==> src/rtl/md_readout_pkg.sv <==
// -----------------------------------------------------------------------------
// md_readout_pkg
// Shared constants and types for the force-cache readout block.
//   DATA_WIDTH  : width of one force component (FP32 bit pattern)
//   FORCE_WIDTH : one {Fz,Fy,Fx} record
//   SKID_DEPTH  : skid buffer entries; also the cap on reads outstanding
//   state_e     : readout FSM encoding
// -----------------------------------------------------------------------------
package md_readout_pkg;

    localparam int DATA_WIDTH  = 32;
    localparam int FORCE_WIDTH = 3 * DATA_WIDTH;
    localparam int SKID_DEPTH  = 4;
    localparam int SKID_PTR_W  = $clog2(SKID_DEPTH);
    localparam int SKID_CNT_W  = $clog2(SKID_DEPTH + 1);

    typedef enum logic [1:0] {
        S_IDLE  = 2'd0,
        S_DRAIN = 2'd1,
        S_FLUSH = 2'd2,
        S_DONE  = 2'd3
    } state_e;

endpackage

==> src/rtl/force_skid_fifo.sv <==
// -----------------------------------------------------------------------------
// force_skid_fifo
// SKID_DEPTH-entry first-word-fall-through buffer that catches returning cache
// reads so none are lost while the downstream consumer stalls.
// Ports:
//   clk, rst          : clock, asynchronous active-low reset
//   push, push_data   : write one entry (ignored when full)
//   pop               : consume the head entry (ignored when empty)
//   pop_data          : head entry, valid whenever not_empty is high
//   not_empty         : buffer holds at least one entry
//   count             : current occupancy
// -----------------------------------------------------------------------------
module force_skid_fifo
    import md_readout_pkg::*;
#(
    parameter int WIDTH = FORCE_WIDTH + 7
) (
    input  logic                  clk,
    input  logic                  rst,
    input  logic                  push,
    input  logic [WIDTH-1:0]      push_data,
    input  logic                  pop,
    output logic [WIDTH-1:0]      pop_data,
    output logic                  not_empty,
    output logic [SKID_CNT_W-1:0] count
);

    logic [WIDTH-1:0]      mem_q [SKID_DEPTH];
    logic [WIDTH-1:0]      mem_d [SKID_DEPTH];
    logic [SKID_PTR_W-1:0] wr_ptr_q, wr_ptr_d;
    logic [SKID_PTR_W-1:0] rd_ptr_q, rd_ptr_d;
    logic [SKID_CNT_W-1:0] count_q, count_d;
    logic                  do_push_s;
    logic                  do_pop_s;

    // Next-state: push fills the tail slot, pop advances the head; both at once keep occupancy.
    always_comb begin
        mem_d     = mem_q;
        wr_ptr_d  = wr_ptr_q;
        rd_ptr_d  = rd_ptr_q;
        count_d   = count_q;
        do_push_s = push && (count_q != SKID_CNT_W'(SKID_DEPTH));
        do_pop_s  = pop && (count_q != {SKID_CNT_W{1'b0}});
        if (do_push_s) begin
            mem_d[wr_ptr_q] = push_data;
            wr_ptr_d        = wr_ptr_q + SKID_PTR_W'(1);
        end else begin
            wr_ptr_d = wr_ptr_q;
        end
        if (do_pop_s) begin
            rd_ptr_d = rd_ptr_q + SKID_PTR_W'(1);
        end else begin
            rd_ptr_d = rd_ptr_q;
        end
        case ({do_push_s, do_pop_s})
            2'b10:   count_d = count_q + SKID_CNT_W'(1);
            2'b01:   count_d = count_q - SKID_CNT_W'(1);
            default: count_d = count_q;
        endcase
    end

    // Storage, pointers and occupancy; storage is cleared so the head reads zero in reset.
    always_ff @(posedge clk or negedge rst) begin
        if (!rst) begin
            for (int i = 0; i < SKID_DEPTH; i++) begin
                mem_q[i] <= '0;
            end
            wr_ptr_q <= '0;
            rd_ptr_q <= '0;
            count_q  <= '0;
        end else begin
            mem_q    <= mem_d;
            wr_ptr_q <= wr_ptr_d;
            rd_ptr_q <= rd_ptr_d;
            count_q  <= count_d;
        end
    end

    assign pop_data  = mem_q[rd_ptr_q];
    assign not_empty = (count_q != {SKID_CNT_W{1'b0}});
    assign count     = count_q;

endmodule

==> src/rtl/force_cache_readout.sv <==
// -----------------------------------------------------------------------------
// force_cache_readout
// Drains entries 0..particle_count-1 of the force cache in address order,
// streams each {Fz,Fy,Fx} record out over a valid/ready handshake and writes
// zero back to every entry as its data returns, leaving the cache cleared.
// Ports:
//   clk, rst                      : clock, asynchronous active-low reset
//   start, particle_count         : begin a drain of particle_count entries
//   busy, done                    : drain in progress / one-cycle completion
//   cache_rd_en/addr/data         : cache read port, data RD_LATENCY cycles later
//   cache_wr_en/addr/data         : clear-write port (data always zero)
//   out_valid/ready/force/particle_id : output record stream
// The first read is issued in the start cycle so that, with a registered skid
// buffer, the first record is presented RD_LATENCY+1 cycles after start.
// -----------------------------------------------------------------------------
module force_cache_readout #(
    parameter int DATA_WIDTH = md_readout_pkg::DATA_WIDTH,
    parameter int ADDR_WIDTH = 7,
    parameter int RD_LATENCY = 2
) (
    input  logic                    clk,
    input  logic                    rst,
    input  logic                    start,
    input  logic [ADDR_WIDTH:0]     particle_count,
    output logic                    busy,
    output logic                    done,
    output logic                    cache_rd_en,
    output logic [ADDR_WIDTH-1:0]   cache_rd_addr,
    input  logic [3*DATA_WIDTH-1:0] cache_rd_data,
    output logic                    cache_wr_en,
    output logic [ADDR_WIDTH-1:0]   cache_wr_addr,
    output logic [3*DATA_WIDTH-1:0] cache_wr_data,
    output logic                    out_valid,
    input  logic                    out_ready,
    output logic [3*DATA_WIDTH-1:0] out_force,
    output logic [ADDR_WIDTH-1:0]   out_particle_id
);
    import md_readout_pkg::*;

    localparam int FW    = 3 * DATA_WIDTH;
    localparam int REC_W = FW + ADDR_WIDTH;
    localparam int SUM_W = SKID_CNT_W + 1;

    state_e                state_q, state_d;
    logic [ADDR_WIDTH:0]   rd_addr_q, rd_addr_d;
    logic [ADDR_WIDTH:0]   count_q, count_d;
    logic [SKID_CNT_W-1:0] inflight_q, inflight_d;
    logic [RD_LATENCY-1:0] pipe_vld_q, pipe_vld_d;
    logic [ADDR_WIDTH-1:0] pipe_addr_q [RD_LATENCY];
    logic [ADDR_WIDTH-1:0] pipe_addr_d [RD_LATENCY];
    logic [SKID_CNT_W-1:0] skid_count_s;
    logic [REC_W-1:0]      skid_out_s;
    logic                  credit_ok_s;
    logic                  issue_s;
    logic                  arrive_s;
    logic                  pop_s;
    logic                  skid_drains_s;

    // A read needs a guaranteed skid slot: in-flight reads plus buffered records stay below the depth.
    assign credit_ok_s = ({1'b0, inflight_q} + {1'b0, skid_count_s}) < SUM_W'(SKID_DEPTH);
    assign arrive_s    = pipe_vld_q[RD_LATENCY-1];
    assign pop_s       = out_valid && out_ready;
    // No push can occur once nothing is in flight, so a pop of the last entry empties the buffer.
    assign skid_drains_s = (skid_count_s == {SKID_CNT_W{1'b0}}) ||
                           ((skid_count_s == SKID_CNT_W'(1)) && pop_s);

    // FSM next state, read issue and address/count bookkeeping.
    always_comb begin
        state_d   = state_q;
        rd_addr_d = rd_addr_q;
        count_d   = count_q;
        issue_s   = 1'b0;
        case (state_q)
            S_IDLE: begin
                if (start) begin
                    count_d = particle_count;
                    if (particle_count == {(ADDR_WIDTH+1){1'b0}}) begin
                        state_d = S_DONE;
                    end else begin
                        issue_s = credit_ok_s;
                        state_d = S_DRAIN;
                    end
                end else begin
                    state_d = S_IDLE;
                end
                if (issue_s) begin
                    rd_addr_d = rd_addr_q + (ADDR_WIDTH+1)'(1);
                end else begin
                    rd_addr_d = rd_addr_q;
                end
            end
            S_DRAIN: begin
                if (rd_addr_q < count_q) begin
                    issue_s = credit_ok_s;
                end else begin
                    issue_s = 1'b0;
                end
                if (issue_s) begin
                    rd_addr_d = rd_addr_q + (ADDR_WIDTH+1)'(1);
                end else begin
                    rd_addr_d = rd_addr_q;
                end
                if (rd_addr_d == count_q) begin
                    state_d = S_FLUSH;
                end else begin
                    state_d = S_DRAIN;
                end
            end
            S_FLUSH: begin
                if ((inflight_q == {SKID_CNT_W{1'b0}}) && skid_drains_s) begin
                    state_d = S_DONE;
                end else begin
                    state_d = S_FLUSH;
                end
            end
            S_DONE: begin
                state_d   = S_IDLE;
                rd_addr_d = '0;
                count_d   = '0;
            end
            default: begin
                state_d   = S_IDLE;
                rd_addr_d = '0;
                count_d   = '0;
            end
        endcase
    end

    // Read-return tracking: a valid/address pipe matching the cache latency plus an in-flight count.
    always_comb begin
        pipe_vld_d     = pipe_vld_q;
        pipe_addr_d    = pipe_addr_q;
        pipe_vld_d[0]  = issue_s;
        pipe_addr_d[0] = rd_addr_q[ADDR_WIDTH-1:0];
        for (int i = 1; i < RD_LATENCY; i++) begin
            pipe_vld_d[i]  = pipe_vld_q[i-1];
            pipe_addr_d[i] = pipe_addr_q[i-1];
        end
        inflight_d = inflight_q + SKID_CNT_W'(issue_s) - SKID_CNT_W'(arrive_s);
    end

    // Control state registers; reset drops any reads still in flight.
    always_ff @(posedge clk or negedge rst) begin
        if (!rst) begin
            state_q    <= S_IDLE;
            rd_addr_q  <= '0;
            count_q    <= '0;
            inflight_q <= '0;
            pipe_vld_q <= '0;
            for (int i = 0; i < RD_LATENCY; i++) begin
                pipe_addr_q[i] <= '0;
            end
        end else begin
            state_q     <= state_d;
            rd_addr_q   <= rd_addr_d;
            count_q     <= count_d;
            inflight_q  <= inflight_d;
            pipe_vld_q  <= pipe_vld_d;
            pipe_addr_q <= pipe_addr_d;
        end
    end

    force_skid_fifo #(
        .WIDTH (REC_W)
    ) u_skid (
        .clk       (clk),
        .rst       (rst),
        .push      (arrive_s),
        .push_data ({cache_rd_data, pipe_addr_q[RD_LATENCY-1]}),
        .pop       (pop_s),
        .pop_data  (skid_out_s),
        .not_empty (out_valid),
        .count     (skid_count_s)
    );

    // The start-cycle read depends on the start input, so hold it off while reset is asserted.
    assign cache_rd_en     = issue_s && rst;
    assign cache_rd_addr   = rd_addr_q[ADDR_WIDTH-1:0];
    assign cache_wr_en     = arrive_s;
    assign cache_wr_addr   = pipe_addr_q[RD_LATENCY-1];
    assign cache_wr_data   = '0;
    assign out_force       = skid_out_s[REC_W-1:ADDR_WIDTH];
    assign out_particle_id = skid_out_s[ADDR_WIDTH-1:0];
    assign busy            = (state_q != S_IDLE);
    assign done            = (state_q == S_DONE);

endmodule

==> config.mk <==
export PLATFORM = sky130hd
export DESIGN_NAME = force_cache_readout
export DESIGN_NICKNAME = d
export VERILOG_FILES = /design/src/rtl/md_readout_pkg.sv /design/src/rtl/force_skid_fifo.sv /design/src/rtl/force_cache_readout.sv
export SDC_FILE = /design/constraint.sdc
export NUM_CORES = 1
export LEC_CHECK = 0
export CAP_MARGIN = 0
export CELL_PAD_IN_SITES_DETAIL_PLACEMENT = 1
export CELL_PAD_IN_SITES_GLOBAL_PLACEMENT = 2
export CORE_UTILIZATION = 45
export CTS_CLUSTER_SIZE = 14
export DETAILED_ROUTE_END_ITERATION = 7
export DONT_BUFFER_PORTS = 1
export GPL_TIMING_DRIVEN = 0
export PLACE_DENSITY_LB_ADDON = 0.3
export SLEW_MARGIN = 15
export SYNTH_ARGS = -nofsm -noshare
export SYNTH_HDL_FRONTEND = slang
export SYNTH_SLANG_ARGS = --single-unit
==> constraint.sdc <==
create_clock -name clk -period 4.8 [get_ports clk]
set_clock_uncertainty 0.2 [all_clocks]
set_input_delay 0.96 -clock clk [delete_from_list [all_inputs] [get_ports clk]]
set_output_delay 0.96 -clock clk [all_outputs]
set_load 0.02 [all_outputs]
==> impl_metrics.yaml, run 1 <==
run_status:
  status: "complete, but fails checks"
  violations: "negative hold slack, max-slew violations"
setup_path:
  timing_worst_setup_path_type: "reg -> out"
  startpoint_type: "flop"
  critPathRequiredTime_ns: 3.64
  slowest_stage: "dfrtp_1"
  cp-end-kind: "output port"
  slowest_delay_ns: 0.59
  crit_chain: "ha_1, and4_1, a221o_1, a211o_1, and2_4, buf_6, nor2_1, and3_1"
  critPathTopFamily: "simple AND/OR/NAND/NOR gates"
  critical_path_arrival_ns: 3.25
  cp.buffers_inverters: 1
  critical_path.max_fanout: 9
layout:
  utilization_pct: 52.0
  fill_cells: 4389
  regArea_um2: 11400
  final_net_count: 1649
  num_antenna_cells: 0
  area_delta_synth_final_pct: 13.5
  multi_input_area_um2: 8670
  drive_above_1_share_pct: 45.9
  fin_area_um2: 23700
detailed_routing:
  drtPass1Iterations: 6
  wl_um: 47700
  ant_nets: 0
  route.detailed.wl_per_inst_um: 22.1
  via_count: 11600
  drt_iter0_markers: 532
  avgViaCountPerCell: 5.36
  drc: 0
flow_run:
  drv_cap: 0
die:
  rows: 78
  die_w_um: 217
  die_area_um2: 47300
  coreArea_um2: 45600
  fp.dieH_um: 217
  initial_utilization_pct: 45.8
  ios: 326
clock_network:
  htree_num_levels: 2
  cts_resized: 0
  cts_setup_buffers: 0
  cts_sinks: 456
  cts_buffers: 50
  cts_tree: "done"
  clockRootBuffer: "clkbuf_16"
  clock_path_buffers: 3
  clk_pin_slew_ns: 0.06
  insertion_delay_ns: 0.59
global_route:
  antenna_found_initial: 0
  grt_pass1_wl_um: 75500
  grt_pass1_vias: 12800
  overflow: 0
  grt_usage_pct: 20.6
  grt_max_degree: 458
pwr:
  vdd_drop_max_v: 0.000411
  leakagePower_nw: 10.2
  power_density_nw_per_um2: 771
  power_mw: 18.3
placed_design:
  placed_cell_area_um2: 22000
  hpwlAfterDp_um: 32200
  place.port_buffers: 0
  dpl_worst_slack_ns: 0.642
  routabilityCongestion: 0.764
logic_synthesis:
  synth_edf_count: 0
  syn-mean-instance-area_um2: 15.2
  synth_cell_type_count: 58
  synthCells: 1372
  postSynth.asyncResetShare_pct: 100
  synth_flop_cell: "dfrtp_1"
  ys_ff_latch: 456
  ys_seq_area_share_pct: 54.6
  yosysWarnings: 0
  syn_area_um2: 20900
timing:
  tns_ns: 0
  slew_viol_final: 122
  slew_headroom_pct: -11.5
  setup_viol: 0
  final-hold-violation-count: 114
  post-route-period-util_pct: 91.9
  setup_slack_ns: 0.391
  tightest_slew_ns: 1.67
  rsz0062_at_grt: "no"
  max_freq_mhz: 227
  whs_ns: -0.0916
  min_period_ns: 4.41
hold_path:
  hold_class: "in -> async"
==> logic make-up after synthesis <==
kind of cell | count (synthesis) | share of synthesized area, %
muxes | 518 | 33.5
DFF | 456 | 54.6
buffers and inverters | 202 | 5.58
and+or+nand+nor | 90 | 2.09
AOI/OAI and AO/OA | 67 | 2.19
adders and majority gates | 22 | 1.35
xor gates and xnor gates | 16 | 0.671
other | 1 | 0.0180
==> sequential cells by signal, indices dropped and copies added (netlist names) <==
name and cells:
inflight_q 3, count_q 8, u_skid.rd_ptr_q 2, u_skid.wr_ptr_q 2, pipe_vld_q 2, u_skid.count 3
cache_wr_addr 7, rd_addr_q 8, state_q 2, pipe_addr_d 7, u_skid.mem_q 412
==> placed cells by master, fill, tap and decap left out, drive strengths merged, types with 3 or more instances in the layout <==
cell type  instances
o211ai             3
conb              96
mux4             103
and3               3
nor3               4
and2               6
xor2               4
o21ai             21
clkbuf           143
a22o               3
mux2             412
buf              119
bufinv             3
nor2              19
o31ai              3
dfrtp            456
nand3              3
o2111ai            3
nand2b             4
mux2i              3
a21oi             14
clkinv             7
xnor2             12
nand2             40
ha                21
inv               22
==> cells in the mapped netlist, drive strengths merged (2+ instances only) <==
cell     number  area (µm²)
a211o         2        17.5
a21boi        2        15.0
a21oi        14        70.1
a221o         2        20.0
a22o          3        26.3
a31oi         2        12.5
and2          6        40.0
and3          3        18.8
buf         119         853
clkbuf       63         238
dfrtp       456       11400
ha           21         263
inv          20        75.1
mux2        412        4640
mux2i         3        30.0
mux4        103        2320
nand2        40         150
nand2b        4        32.5
nand3         3        20.0
nor2         19        71.3
nor3          4        20.0
nor3b         2        15.0
nor4          2        12.5
o2111ai       3        26.3
o211ai        3        22.5
o21ai        21         105
o31ai         3        22.5
o32ai         2        25.0
or2           2        15.0
xnor2        12         105
xor2          4        35.0
==> layout make-up <==
cell class	count	area share, %
tap	600	3.17
clock inverter	13	0.681
clock buffer	80	6.56
buffer	182	4.60
multi-input combinational	809	36.6
sequential	456	48.1
inverter	20	0.317
==> layer usage <==
metal  global-route usage, %  up-vias  routed length (µm)
met2                    33.9      262               23400
li1                        -     5108                   -
met1                    26.7     6137               20200
met3                    5.24       75                2920
met4                    6.64        0                1200
met5                       0        -                   0
==> metrics by stage <==
stage	hold slack, ns	cells
after global routing	-0.124	2160
final	-0.0916	2160
after detailed placement	0.136	2067
after global placement	0.132	2067
after floorplan	0.131	1467
after CTS	-0.131	2160
==> where the power goes <==
| part | internal (mW) | switching [mW] | total, mW |
|---|---|---|---|
| logic | 3.60 | 3.87 | 7.47 |
| clock network | 2.38 | 1.56 | 3.94 |
| registers | 5.79 | 1.09 | 6.88 |
| total | 11.8 | 6.52 | 18.3 |
==> path summary, 6_finish.rpt <==
check                                    startpoint                      endpoint  slack [ns]  cells after the start
min in group clk           pipe_addr_d[3]$_DFF_PN0_    cache_wr_addr[3]$_DFF_PN0_        0.15                      0
min                                             rst          state_q[1]$_DFF_PN0_       -0.09                      0
max reg2reg                rd_addr_q[4]$_DFFE_PN0P_       inflight_q[2]$_DFF_PN0_        0.67                     16
max                        rd_addr_q[4]$_DFFE_PN0P_                   cache_rd_en        0.39                      8
min reg2reg                pipe_addr_d[3]$_DFF_PN0_    cache_wr_addr[3]$_DFF_PN0_        0.15                      0
max in group asynchronous                       rst  u_skid.mem_q[24]$_DFFE_PN0P_        3.18                      0
(Power assumes the default switching activity.)
==> run 2, diff against run 1 <==
CORE_UTILIZATION = 38   (was 45)
DONT_BUFFER_PORTS = unset   (was 1)
==> impl_metrics.yaml, run 2 (synthesis gave the netlist of run 1 again) <==
clock_network:
  cts_sinks: 456
  cts_hold_buffers: 0
  clock_path_buffers: 3
  cts_setup_buffers: 0
  clk_pin_slew_ns: 0.05
  insertion_delay_ns: 0.58
  htree_num_levels: 2
  cts_tree: "done"
  cts_buffers: 52
  clockRootBuffer: "clkbuf_16"
global_route:
  grt_max_degree: 106
  grt_pass1_wl_um: 82700
  grt_pass1_vias: 13900
  antenna_found_initial: 3
  grt_usage_pct: 18.9
  overflow: 0
setup_path:
  critical_path.max_fanout: 9
  slowest_delay_ns: 0.49
  critical_path_arrival_ns: 3.47
  rrSetupSlack_ns: 0.67
  cp-end-kind: "output port"
  timing_worst_setup_path_type: "reg -> out"
  critPathRequiredTime_ns: 3.64
  critPathTopFamily: "simple AND/OR/NAND/NOR gates"
  crit_chain: "ha_1, and4_1, a221o_1, a211o_1, and2_4, buf_6, nor2_1, and3_1, dlygate4sd2_1"
  slowest_stage: "dfrtp_1"
  cp.buffers_inverters: 2
  startpoint_type: "flop"
run_status:
  status: "finished, final reports clean"
detailed_routing:
  drc: 0
  drtPass1Iterations: 4
  avgViaCountPerCell: 4.99
  wl_um: 51100
  ant_nets: 0
  via_count: 12400
  drt_iter0_markers: 489
  route.detailed.wl_per_inst_um: 20.5
die:
  die_area_um2: 55900
  rows: 85
  coreArea_um2: 54000
  ios: 326
  fp.dieH_um: 236
  initial_utilization_pct: 38.7
  die_w_um: 236
pwr:
  vdd_drop_max_v: 0.000347
  power_density_nw_per_um2: 775
  leakagePower_nw: 11.2
  power_mw: 20.4
layout:
  fin_area_um2: 26300
  drive_above_1_share_pct: 40.6
  layout_common_cells: "454 x dfrtp_1, 412 x mux2_2, 227 x clkdlybuf4s50_1"
  area_delta_synth_final_pct: 26.1
  final_net_count: 1884
  top_register: "u_skid.mem_q"
  stdcell_count: 2493
  utilization_pct: 48.8
  largest_register_ff_count: 412
  biggestRegsByFlops: "u_skid.mem_q (412), count_q (8), rd_addr_q (8)"
  final_common_cell: "dfrtp_1"
hold_path:
  hold_class: "reg -> reg"
timing:
  setup_viol: 0
  rsz0062_at_grt: "no"
  max_freq_mhz: 216
  tightest_slew_ns: 1.09
  slew_headroom_pct: 27.2
  min_period_ns: 4.63
  slew_viol_final: 0
  post-route-period-util_pct: 96.4
  final-hold-violation-count: 0
placed_design:
  placed_cell_area_um2: 24500
  hpwlAfterDp_um: 34900
  place.port_buffers: 229
  post-place-cells: 2396
  routabilityCongestion: 0.741
flow_run:
  drv_cap: 0
run 2: changes by cell type in the layout (fill, tap and decap cells not counted), moves of 2 or more:
cell | before | now
clkbuf_8 | 17 | 13
clkbuf_16 | 51 | 53
clkinvlp_4 | 1 | 3
buf_1 | 10 | 6
dfrtp_2 | 0 | 2
clkdlybuf4s50_1 | 0 | 227
bufinv_16 | 3 | 5
dfrtp_1 | 456 | 454
clkdlybuf4s15_2 | 0 | 4
buf_16 | 0 | 4
run 2: layout make-up:
cell class / count / area [µm²]
diodes: 1 / 2.50
repair buffers: 233 / 2410
fillers: 5331 / 27700
multi-input cells: 809 / 8670
well taps: 696 / 871
flip-flops and latches: 456 / 11400
plain buffers: 182 / 1120
inverters: 20 / 75.1
clock buffers: 78 / 1550
clock inverters: 18 / 230
run 2: worst register-to-register path, cell delays in order (launching register included):
cell	delay, ns
dfrtp_1	0.49
ha_1	0.38
and4_1	0.19
a221o_1	0.38
a211o_1	0.36
and2_4	0.20
buf_6	0.13
or2_4	0.29
nor2_1	0.16
inv_1	0.06
ha_1	0.27
inv_1	0.06
ha_1	0.13
inv_1	0.05
fa_1	0.37
xnor2_1	0.19
xnor2_1	0.14
run 2: timing repair:
action,in CTS,in global routing
gates resized for setup,11,1
endpoints found under the hold margin,0,0
endpoints found under the setup margin,69,1
run 2: final timing paths:
path,end,cells past startpoint,from
setup / recovery,cache_rd_en,9,rd_addr_q[7]$_DFFE_PN0P_
hold / removal,pipe_vld_q[1]$_DFF_PN0_,0,pipe_vld_q[0]$_DFF_PN0_
setup reg to reg,inflight_q[2]$_DFF_PN0_,16,rd_addr_q[7]$_DFFE_PN0P_
hold reg to reg,pipe_vld_q[1]$_DFF_PN0_,0,pipe_vld_q[0]$_DFF_PN0_
max in group asynchronous,rd_addr_q[5]$_DFFE_PN0P_,3,rst
min in group asynchronous,u_skid.mem_q[59]$_DFFE_PN0P_,1,rst
run 2: where the power goes:
group	leakage (nW)	internal [mW]	total, mW	switching (mW)
clock	0.872	2.49	4.07	1.58
sequential	5.38	5.79	6.82	1.03
combinational	4.95	5.18	9.52	4.34
run 2: through the flow:
stage | hold WS, ns | setup slack, ns | setup TNS, ns
floorplan | 0.131 | 1.08 | 0
global placement | 0.133 | -17.48 | -7954.63
detailed placement | 0.136 | -0.0288 | -0.0288
CTS | 0.147 | 0.103 | 0
global route | 0.151 | 0.00209 | 0
finish | 0.143 | 0.172 | 0
run 2: metal layers:
| layer | wire [µm] | up-vias | track usage (%) | share of wire [%] |
|---|---|---|---|---|
| met1 | 22600 | 6547 | 25.8 | 44 |
| met2 | 25400 | 245 | 31.2 | 50 |
| met5 | 12 | - | 0 | 0.023 |
| li1 | - | 5577 | - | - |
| met4 | 1210 | 2 | 5.33 | 2.4 |
| met3 | 1870 | 77 | 3.19 | 3.7 |
